==> config.mk <==
export PLATFORM = sky130hd
export DESIGN_NAME = speed_window_controller
export DESIGN_NICKNAME = d
export VERILOG_FILES = /design/src/rtl/speed_window_controller.sv
export SDC_FILE = /design/constraint.sdc
export NUM_CORES = 1
export LEC_CHECK = 0
export BUFFER_PORTS_ARGS = -buffer_cell sky130_fd_sc_hd__clkbuf_2
export CORE_MARGIN = 2
export CORE_UTILIZATION = 30
export DETAILED_ROUTE_END_ITERATION = 16
export PLACE_DENSITY_LB_ADDON = 0.2
export SETUP_SLACK_MARGIN = 0.3
export SLEW_MARGIN = 20
export SYNTH_ARGS = -nofsm -noshare
export SYNTH_HDL_FRONTEND = slang
export SYNTH_SLANG_ARGS = --single-unit
==> constraint.sdc <==
create_clock -name clk -period 5.3 [get_ports clk]
set_input_delay 1.325 -clock clk [delete_from_list [all_inputs] [get_ports clk]]
set_output_delay 1.325 -clock clk [all_outputs]
set_load 0.1 [all_outputs]
==> src/rtl/speed_window_controller.sv <==
// Windowed wheel-pulse speed monitor with a persistence/hysteresis over-speed FSM.
// Optional peak-hold register and port enabled by defining PEAK_HOLD_EN.
module speed_window_controller #(
    parameter int unsigned CNT_W    = 8,
    parameter int unsigned WINDOW   = 16,
    parameter int unsigned OVER_RUN = 2,
    parameter int unsigned HYST     = 2
) (
    input  logic             clk,
    input  logic             clr_bar,
    input  logic             en,
    input  logic             w,
    input  logic [CNT_W-1:0] limit,
    output logic [CNT_W-1:0] speed,
    output logic             speed_vld,
    output logic             warn,
    output logic             z
`ifdef PEAK_HOLD_EN
    ,
    output logic [CNT_W-1:0] peak
`endif
);

    localparam int unsigned WC_W  = (WINDOW > 2) ? $clog2(WINDOW) : 1;
    localparam int unsigned RUN_W = $clog2(OVER_RUN + 1);
    localparam int unsigned CMP_W = CNT_W + 1;

    localparam logic [CNT_W-1:0] CNT_MAX = '1;
    localparam logic [WC_W-1:0]  WC_LAST = WC_W'(WINDOW - 1);

    typedef enum logic [1:0] {
        IDLE   = 2'd0,
        CRUISE = 2'd1,
        WARN   = 2'd2,
        OVER   = 2'd3
    } state_t;

    state_t           state_q, state_d;
    logic             w_q;
    logic [CNT_W-1:0] pcnt_q, pcnt_d;
    logic [WC_W-1:0]  wcnt_q, wcnt_d;
    logic [RUN_W-1:0] run_q, run_d;
    logic [CNT_W-1:0] speed_d;
    logic             speed_vld_d, warn_d, z_d;

    logic             pulse_edge_c;
    logic             close_c;
    logic [CMP_W-1:0] pcnt_sum_c;
    logic [CNT_W-1:0] measured_c;
    logic             over_c, under_c;
    logic [RUN_W:0]   run_inc_c;

    // Measurement datapath: edge detect, saturating close value, limit compares.
    always_comb begin
        pulse_edge_c = w & ~w_q;
        close_c      = en && (wcnt_q == WC_LAST);
        pcnt_sum_c   = {1'b0, pcnt_q} + CMP_W'(pulse_edge_c);
        measured_c   = pcnt_sum_c[CNT_W] ? CNT_MAX : pcnt_sum_c[CNT_W-1:0];
        over_c       = {1'b0, measured_c} > {1'b0, limit};
        under_c      = ({1'b0, measured_c} + CMP_W'(HYST)) <= {1'b0, limit};
        run_inc_c    = (RUN_W+1)'(run_q) + (RUN_W+1)'(1);
    end

    // Next-state and next-output logic.
    always_comb begin
        state_d     = state_q;
        pcnt_d      = pcnt_q;
        wcnt_d      = wcnt_q;
        run_d       = run_q;
        speed_d     = speed;
        speed_vld_d = 1'b0;

        if (!en) begin
            state_d = IDLE;
            pcnt_d  = '0;
            wcnt_d  = '0;
            run_d   = '0;
            speed_d = '0;
        end else begin
            if (close_c) begin
                pcnt_d      = '0;
                wcnt_d      = '0;
                speed_d     = measured_c;
                speed_vld_d = 1'b1;
            end else begin
                wcnt_d = wcnt_q + WC_W'(1);
                if (pulse_edge_c && (pcnt_q != CNT_MAX)) begin
                    pcnt_d = pcnt_q + CNT_W'(1);
                end
            end

            case (state_q)
                IDLE: state_d = CRUISE;
                CRUISE: begin
                    if (close_c && over_c) begin
                        run_d   = RUN_W'(1);
                        state_d = (OVER_RUN == 1) ? OVER : WARN;
                    end
                end
                WARN: begin
                    if (close_c) begin
                        if (over_c) begin
                            run_d = RUN_W'(run_inc_c);
                            if (run_inc_c >= (RUN_W+1)'(OVER_RUN)) begin
                                state_d = OVER;
                            end
                        end else begin
                            run_d   = '0;
                            state_d = CRUISE;
                        end
                    end
                end
                OVER: begin
                    if (close_c && under_c) begin
                        run_d   = '0;
                        state_d = CRUISE;
                    end
                end
                default: state_d = IDLE;
            endcase
        end

        warn_d = (state_d == WARN);
        z_d    = (state_d == OVER);
    end

    always_ff @(posedge clk or negedge clr_bar) begin
        if (!clr_bar) begin
            state_q   <= IDLE;
            w_q       <= 1'b0;
            pcnt_q    <= '0;
            wcnt_q    <= '0;
            run_q     <= '0;
            speed     <= '0;
            speed_vld <= 1'b0;
            warn      <= 1'b0;
            z         <= 1'b0;
        end else begin
            state_q   <= state_d;
            w_q       <= w;
            pcnt_q    <= pcnt_d;
            wcnt_q    <= wcnt_d;
            run_q     <= run_d;
            speed     <= speed_d;
            speed_vld <= speed_vld_d;
            warn      <= warn_d;
            z         <= z_d;
        end
    end

`ifdef PEAK_HOLD_EN
    // Peak survives en=0; only the asynchronous clear resets it.
    always_ff @(posedge clk or negedge clr_bar) begin
        if (!clr_bar) begin
            peak <= '0;
        end else if (close_c && (measured_c > peak)) begin
            peak <= measured_c;
        end
    end
`endif

endmodule
==> results.yml, run 1 <==
timing:
  worstMarginPinSlew_ns: 0.7414
  hold_ws_ns: 0.4629
  finalHoldViolCount: 0
  slew_headroom: 0.5057
  max_freq_mhz: 211.5
  finalCriticalPeriod_ns: 4.728
  finClkSkew_ns: 0.009300
  timing.final.ws_setup_ns: 0.5716
  setup_violations: 0
  rsz0062_at_grt: "no"
  finalCritPeriodShare: 0.8922
  setup_tns_ns: 0
  maxSlewViolCount: 0
clock_network:
  cts_hold_buffers: 0
  cts_root_buffer: "clkbuf_8"
  clkSlewWorstSetupHoldPaths_ns: 0.10
  cts_resized: 0
  cts_tree: "yes"
  post_cts_buffers: 0
  h-tree-depth: 1
  clock_latency_ns: 0.28
  clk_path_buf_depth: 2
  numCtsBuffers: 3
  clock-sinks: 28
critical_path:
  rr_worst_depth: 17
  crit_path_start: "w"
  crit_end: "run_q[1]"
  worstPathArrival_ns: 4.87
  critPathLaunchType: "input port"
  reg2reg_from: "w_q"
  required_ns: 5.44
  rrSetupSlack_ns: 1.34
  critPathKind: "in -> reg"
  end_kind: "flop"
  path_max_fanout: 5
  rr_endpoint: "run_q[1]"
power_and_ir_drop:
  power_leakage_nw: 1.183
  p_per_area_mw_per_mm2: 171.7
  ir_worst_vdd_mv: 0.07302
place:
  place_hpwl_microns: 3666
  place_congestion: 0.8558
  dpl_worst_slack_ns: 0.1666
  io_buffers: 22
  numPlacedInstances: 349
  placed_area_sq_mm: 0.002318
route:
  detail_route.wl_per_cell_microns: 13.09
  drc_errors: 0
  ant_nets: 0
  drtIter0Drc: 62
  vias: 1716
  routed_wl_microns: 4622
  drtPass1Iterations: 4
  via_per_inst: 4.861
synthesis:
  synth_top_cell_area_share: 0.3343
  avgSynthCellArea_sq_um: 9.033
  yosysTopAreaCell: "dfrtp_1"
  ys_types: 49
  ys_seq_area_frac: 0.3343
  async_flop_share: 1.000
  ys_ff_latch: 28
  syn_nets: 269
  ys.flop_type: "dfrtp_1"
  synth_area_sq_mm: 0.002096
  synth_edf_count: 0
  yosysWarnings: 0
  synth_area_leaders: "dfrtp_1 33%, ha_1 15%, nand2_1 3.8%"
  syn_inst: 232
finish:
  final_cells: 353
  final_area_sq_mm: 0.002381
  syn2layout_area_growth_pct: 13.61
  antenna_cells: 0
  finish.net_count: 295
  drive_above_1_share: 0.1634
global_route:
  grtUsageTotal: 0.1330
  overflow: 0
  grt_first_pass_wirelength_microns: 8066
  grt_pass1_vias: 1626
  grt_max_degree: 29
  antenna_found_initial: 0
floorplan:
  fp.dieH_microns: 87.58
  die-area_sq_mm: 0.007670
  ios: 23
  die_w_microns: 87.58
  core_area_sq_mm: 0.006794
  initial_core_util: 0.3085
  rows: 30
run_status:
  status: "finished, final reports clean"
run:
  max-cap-violations: 0
worst_hold_path:
  hold_path_class: "reg -> reg"
  hold_depth: 1
-- layer usage --
metal | GRT usage | wire [microns] | share of wire
met1 | 0.1908 | 2303 | 0.50
met2 | 0.2080 | 2144 | 0.46
met3 | 0.01979 | 119 | 0.026
met4 | 0.03916 | 55 | 0.012
met5 | 0 | 0 | 0
-- metrics by stage --
stage                     total power, mW  utilization
final                              0.4087       0.3505
after global placement             0.2766       0.3413
after floorplan                    0.2579            -
after CTS                          0.4190       0.3494
after global routing               0.4382       0.3505
after detailed placement           0.2765       0.3413
-- report_power, final --
group          internal (mW)  switching, mW  leakage (nW)
logic                 0.0196         0.0292         0.771
clock network         0.0667         0.0707        0.0288
registers              0.218        0.00468         0.383
-- cell families after synthesis --
family	after synthesis	synth area share
AOI/OAI and AO/OA	51	0.1713
xor gates and xnor gates	15	0.06269
adders and majority gates	25	0.1493
buffers and inverters	25	0.05373
DFF	28	0.3343
muxes	3	0.01433
and+or+nand+nor	85	0.2143
-- cell usage after synthesis, types with 2 or more instances --
| master | number |
|---|---|
| nand2_1 | 21 |
| and4b_1 | 2 |
| buf_4 | 3 |
| a211o_1 | 2 |
| nor2_1 | 19 |
| o21a_1 | 2 |
| nor3_1 | 4 |
| nand4_1 | 4 |
| o211ai_1 | 4 |
| a31oi_1 | 3 |
| o221ai_1 | 4 |
| xor2_1 | 7 |
| a21o_1 | 3 |
| o21ai_0 | 9 |
| nor3_2 | 2 |
| xnor2_1 | 8 |
| nand3_1 | 13 |
| a211oi_1 | 4 |
| mux2i_1 | 3 |
| dfrtp_1 | 28 |
| and2_1 | 2 |
| a21oi_1 | 10 |
| o2111ai_1 | 2 |
| or3_1 | 3 |
| inv_1 | 20 |
| and3_1 | 3 |
| ha_1 | 25 |
-- final cells by class --
class                   instances  area [sq um]
repair buffers                 26         140.1
flip-flops and latches         28         700.7
multi-input cells             179          1290
clock buffers                   4         55.05
well taps                      96         120.1
fillers                       726          4413
inverters                      20         75.07
-- cell usage in the layout, fill, tap and decap left out, types with 3 or more instances in the layout --
master / n
a211oi_1: 4
a21o_1: 3
a21oi_1: 10
a31oi_1: 3
and3_1: 3
buf_4: 4
clkbuf_2: 22
clkbuf_8: 4
dfrtp_1: 28
ha_1: 24
inv_1: 20
mux2i_1: 3
nand2_1: 21
nand3_1: 13
nand4_1: 4
nor2_1: 19
nor3_1: 3
nor3_2: 3
o211ai_1: 4
o21ai_0: 9
o221ai_1: 4
or3_1: 3
xnor2_1: 8
xor2_1: 7
-- registers in the layout (all words and copies together) (netlist names) --
name / flops
pcnt_q: 8
warn: 1
z: 1
run_q: 2
speed_vld: 1
state_q: 2
speed: 8
w_q: 1
wcnt_q: 4
-- how the worst min path moves through the flow --
stage	start	endpoint	slack, ns
5_1_grt	wcnt_q[0]	wcnt_q[0]	0.50
4_1_cts	wcnt_q[0]	wcnt_q[0]	0.47
6_report	wcnt_q[0]	wcnt_q[0]	0.46
3_3_place_gp	wcnt_q[0]	wcnt_q[0]	0.46
2_1_floorplan	wcnt_q[0]	wcnt_q[0]	0.43
3_5_place_dp	wcnt_q[0]	wcnt_q[0]	0.45
-- worst max-delay path, cell delays in order --
cell	delay [ns]
clkbuf_2	0.08
nor2b_1	0.18
ha_2	0.25
ha_1	0.18
nand4_1	0.19
or2_2	0.35
nand2_1	0.11
ha_1	0.21
nand3_1	0.13
nor3_2	0.14
xnor2_1	0.09
ha_1	0.33
and3_1	0.18
or3b_2	0.44
o211ai_1	0.16
o311a_1	0.23
o21a_1	0.17
o221ai_1	0.11
Power figures use the tool's default switching activity.
==> inputs of run 2 (changes only) <==
--- a/config.mk
+++ b/config.mk
@@ -6,7 +6,6 @@
 export NUM_CORES = 1
 export LEC_CHECK = 0
 export BUFFER_PORTS_ARGS = -buffer_cell sky130_fd_sc_hd__clkbuf_2
-export CORE_MARGIN = 2
 export CORE_UTILIZATION = 30
 export DETAILED_ROUTE_END_ITERATION = 16
 export PLACE_DENSITY_LB_ADDON = 0.2
==> results.yml, run 2 (same netlist as run 1, synthesis figures left out) <==
run_status:
  status: "finished, final reports clean"
global_route:
  grt_max_degree: 29
  overflow: 0
  antenna_found_initial: 0
  grtUsageTotal: 0.1391
  grt_first_pass_wirelength_microns: 8066
  grt_pass1_vias: 1657
place:
  place_hpwl_microns: 3642
  numPlacedInstances: 333
  placed_area_sq_mm: 0.002298
  io_buffers: 22
  place_congestion: 0.7849
route:
  routed_wl_microns: 4720
  drtPass1Iterations: 4
  detail_route.wl_per_cell_microns: 14.01
  ant_nets: 0
  drtIter0Drc: 34
  via_per_inst: 5.056
  drc_errors: 0
  vias: 1704
power_and_ir_drop:
  power_frac_comb: 0.111
  p_per_area_mw_per_mm2: 187.1
  power_leakage_nw: 1.190
  power.share.sequential: 0.501
  intPower_uw: 338.9
  p_clk_frac: 0.389
  p_switching_uw: 106.0
  ir_worst_vdd_mv: 0.1138
  swShare: 0.2382
timing:
  hold_ws_ns: 0.4663
  setup_tns_ns: 0
  max_freq_mhz: 213.7
  finalCritPeriodShare: 0.8828
  finalCriticalPeriod_ns: 4.679
  setup_violations: 0
  worstMarginPinSlew_ns: 0.7253
  finalHoldViolCount: 0
  rsz0062_at_grt: "no"
  finClkSkew_ns: 0.002547
  maxSlewViolCount: 0
  slew_headroom: 0.5165
critical_path:
  critPathKind: "in -> reg"
  required_ns: 5.51
  end_kind: "flop"
  critPathLaunchType: "input port"
  worstPathArrival_ns: 4.89
  path_max_fanout: 5
finish:
  final_cells: 337
  final_common_cell: "dfrtp_1"
  final_area_sq_mm: 0.002377
  fillers: 722
  finish.net_count: 295
  antenna_cells: 0
  top_regs: "pcnt_q (8), speed (8), wcnt_q (4)"
  final_cell_mix: "28 x dfrtp_1, 24 x ha_1, 22 x clkbuf_2, 21 x nand2_1, 20 x inv_1"
  syn2layout_area_growth_pct: 13.43
  drive_above_1_share: 0.1634
floorplan:
  core_area_sq_mm: 0.006756
  die-area_sq_mm: 0.007324
  die_w_microns: 85.58
  rows: 30
  ios: 23
  fp.dieH_microns: 85.58
  initial_core_util: 0.3102
clock_network:
  cts_root_buffer: "clkbuf_8"
  clkSlewWorstSetupHoldPaths_ns: 0.10
  h-tree-depth: 1
  clock-sinks: 28
  numCtsBuffers: 3
  clk_path_buf_depth: 2
  cts_tree: "yes"
  post_cts_buffers: 0
  clock_latency_ns: 0.28
worst_hold_path:
  hold_path_class: "reg -> reg"
run:
  max-cap-violations: 0
run 2: cell types whose count changed in the layout (fill, tap and decap cells not counted):
cell       delta
bufinv_16     +1
clkbuf_8      -1
run 2: worst paths after layout:
path	slack, ns	depth (start not counted)	endpoint	startpoint
max	0.62	18	run_q[0]	w
min in group asynchronous	1.08	1	state_q[0]	clr_bar
min reg2reg	0.47	1	wcnt_q[0]	wcnt_q[0]
min	0.47	1	wcnt_q[0]	wcnt_q[0]
max reg2reg	1.40	17	run_q[0]	w_q
max in group asynchronous	3.75	1	pcnt_q[3]	clr_bar
run 2: final cells by class:
type,count,area (sq um),area share
tap,80,100.1,0.04211
multi-input combinational,179,1290,0.5426
clock inverter,1,30.03,0.01263
clock buffer,3,41.29,0.01737
inverter,20,75.07,0.03158
timing repair buffer,26,140.1,0.05895
sequential,28,700.7,0.2947
run 2: power groups by stage:
stage                     Clock [mW]  Combinational [mW]  Sequential (mW)
final                          0.173              0.0492            0.223
after global routing           0.195              0.0571            0.224
after CTS                      0.182              0.0503            0.223
after detailed placement           0              0.0500            0.227
after global placement             0              0.0499            0.227
after floorplan                    0              0.0320            0.226
run 2: what timing repair did:
item	4_1_cts	5_1_grt
resized for setup	0	2
hold buffers	0	0
endpoints found under the setup margin	0	4
run 2: per-layer routing:
metal | up-vias | share of wire | global-route usage
li1 | 885 | - | -
met1 | 796 | 0.49 | 0.1841
met2 | 16 | 0.47 | 0.2320
met3 | 7 | 0.024 | 0.02214
met4 | 0 | 0.015 | 0.04545
met5 | - | 0 | 0
run 2: metrics by stage:
| step | worst slack (ns) | util | total power, mW |
|---|---|---|---|
| after floorplan | 0.5574 | - | 0.2579 |
| after global placement | 0.3324 | 0.3402 | 0.2768 |
| after detailed placement | 0.2596 | 0.3402 | 0.2770 |
| after CTS | 0.5630 | 0.3507 | 0.4555 |
| after global routing | 0.3186 | 0.3519 | 0.4763 |
| final | 0.6212 | 0.3519 | 0.4448 |
run 2: worst max-delay path, stage by stage:
cell and delay [ns]:
clkbuf_2 0.08, nor2b_1 0.17, ha_2 0.24, ha_1 0.17, nand4_1 0.19, or2_2 0.35, nand2_1 0.11, ha_1 0.20
nand3_1 0.13, nor3_2 0.16, xnor2_1 0.09, ha_1 0.33, and3_1 0.18, or3b_2 0.44, o211ai_1 0.15, o311a_1 0.23
o21a_1 0.17, mux2i_1 0.18
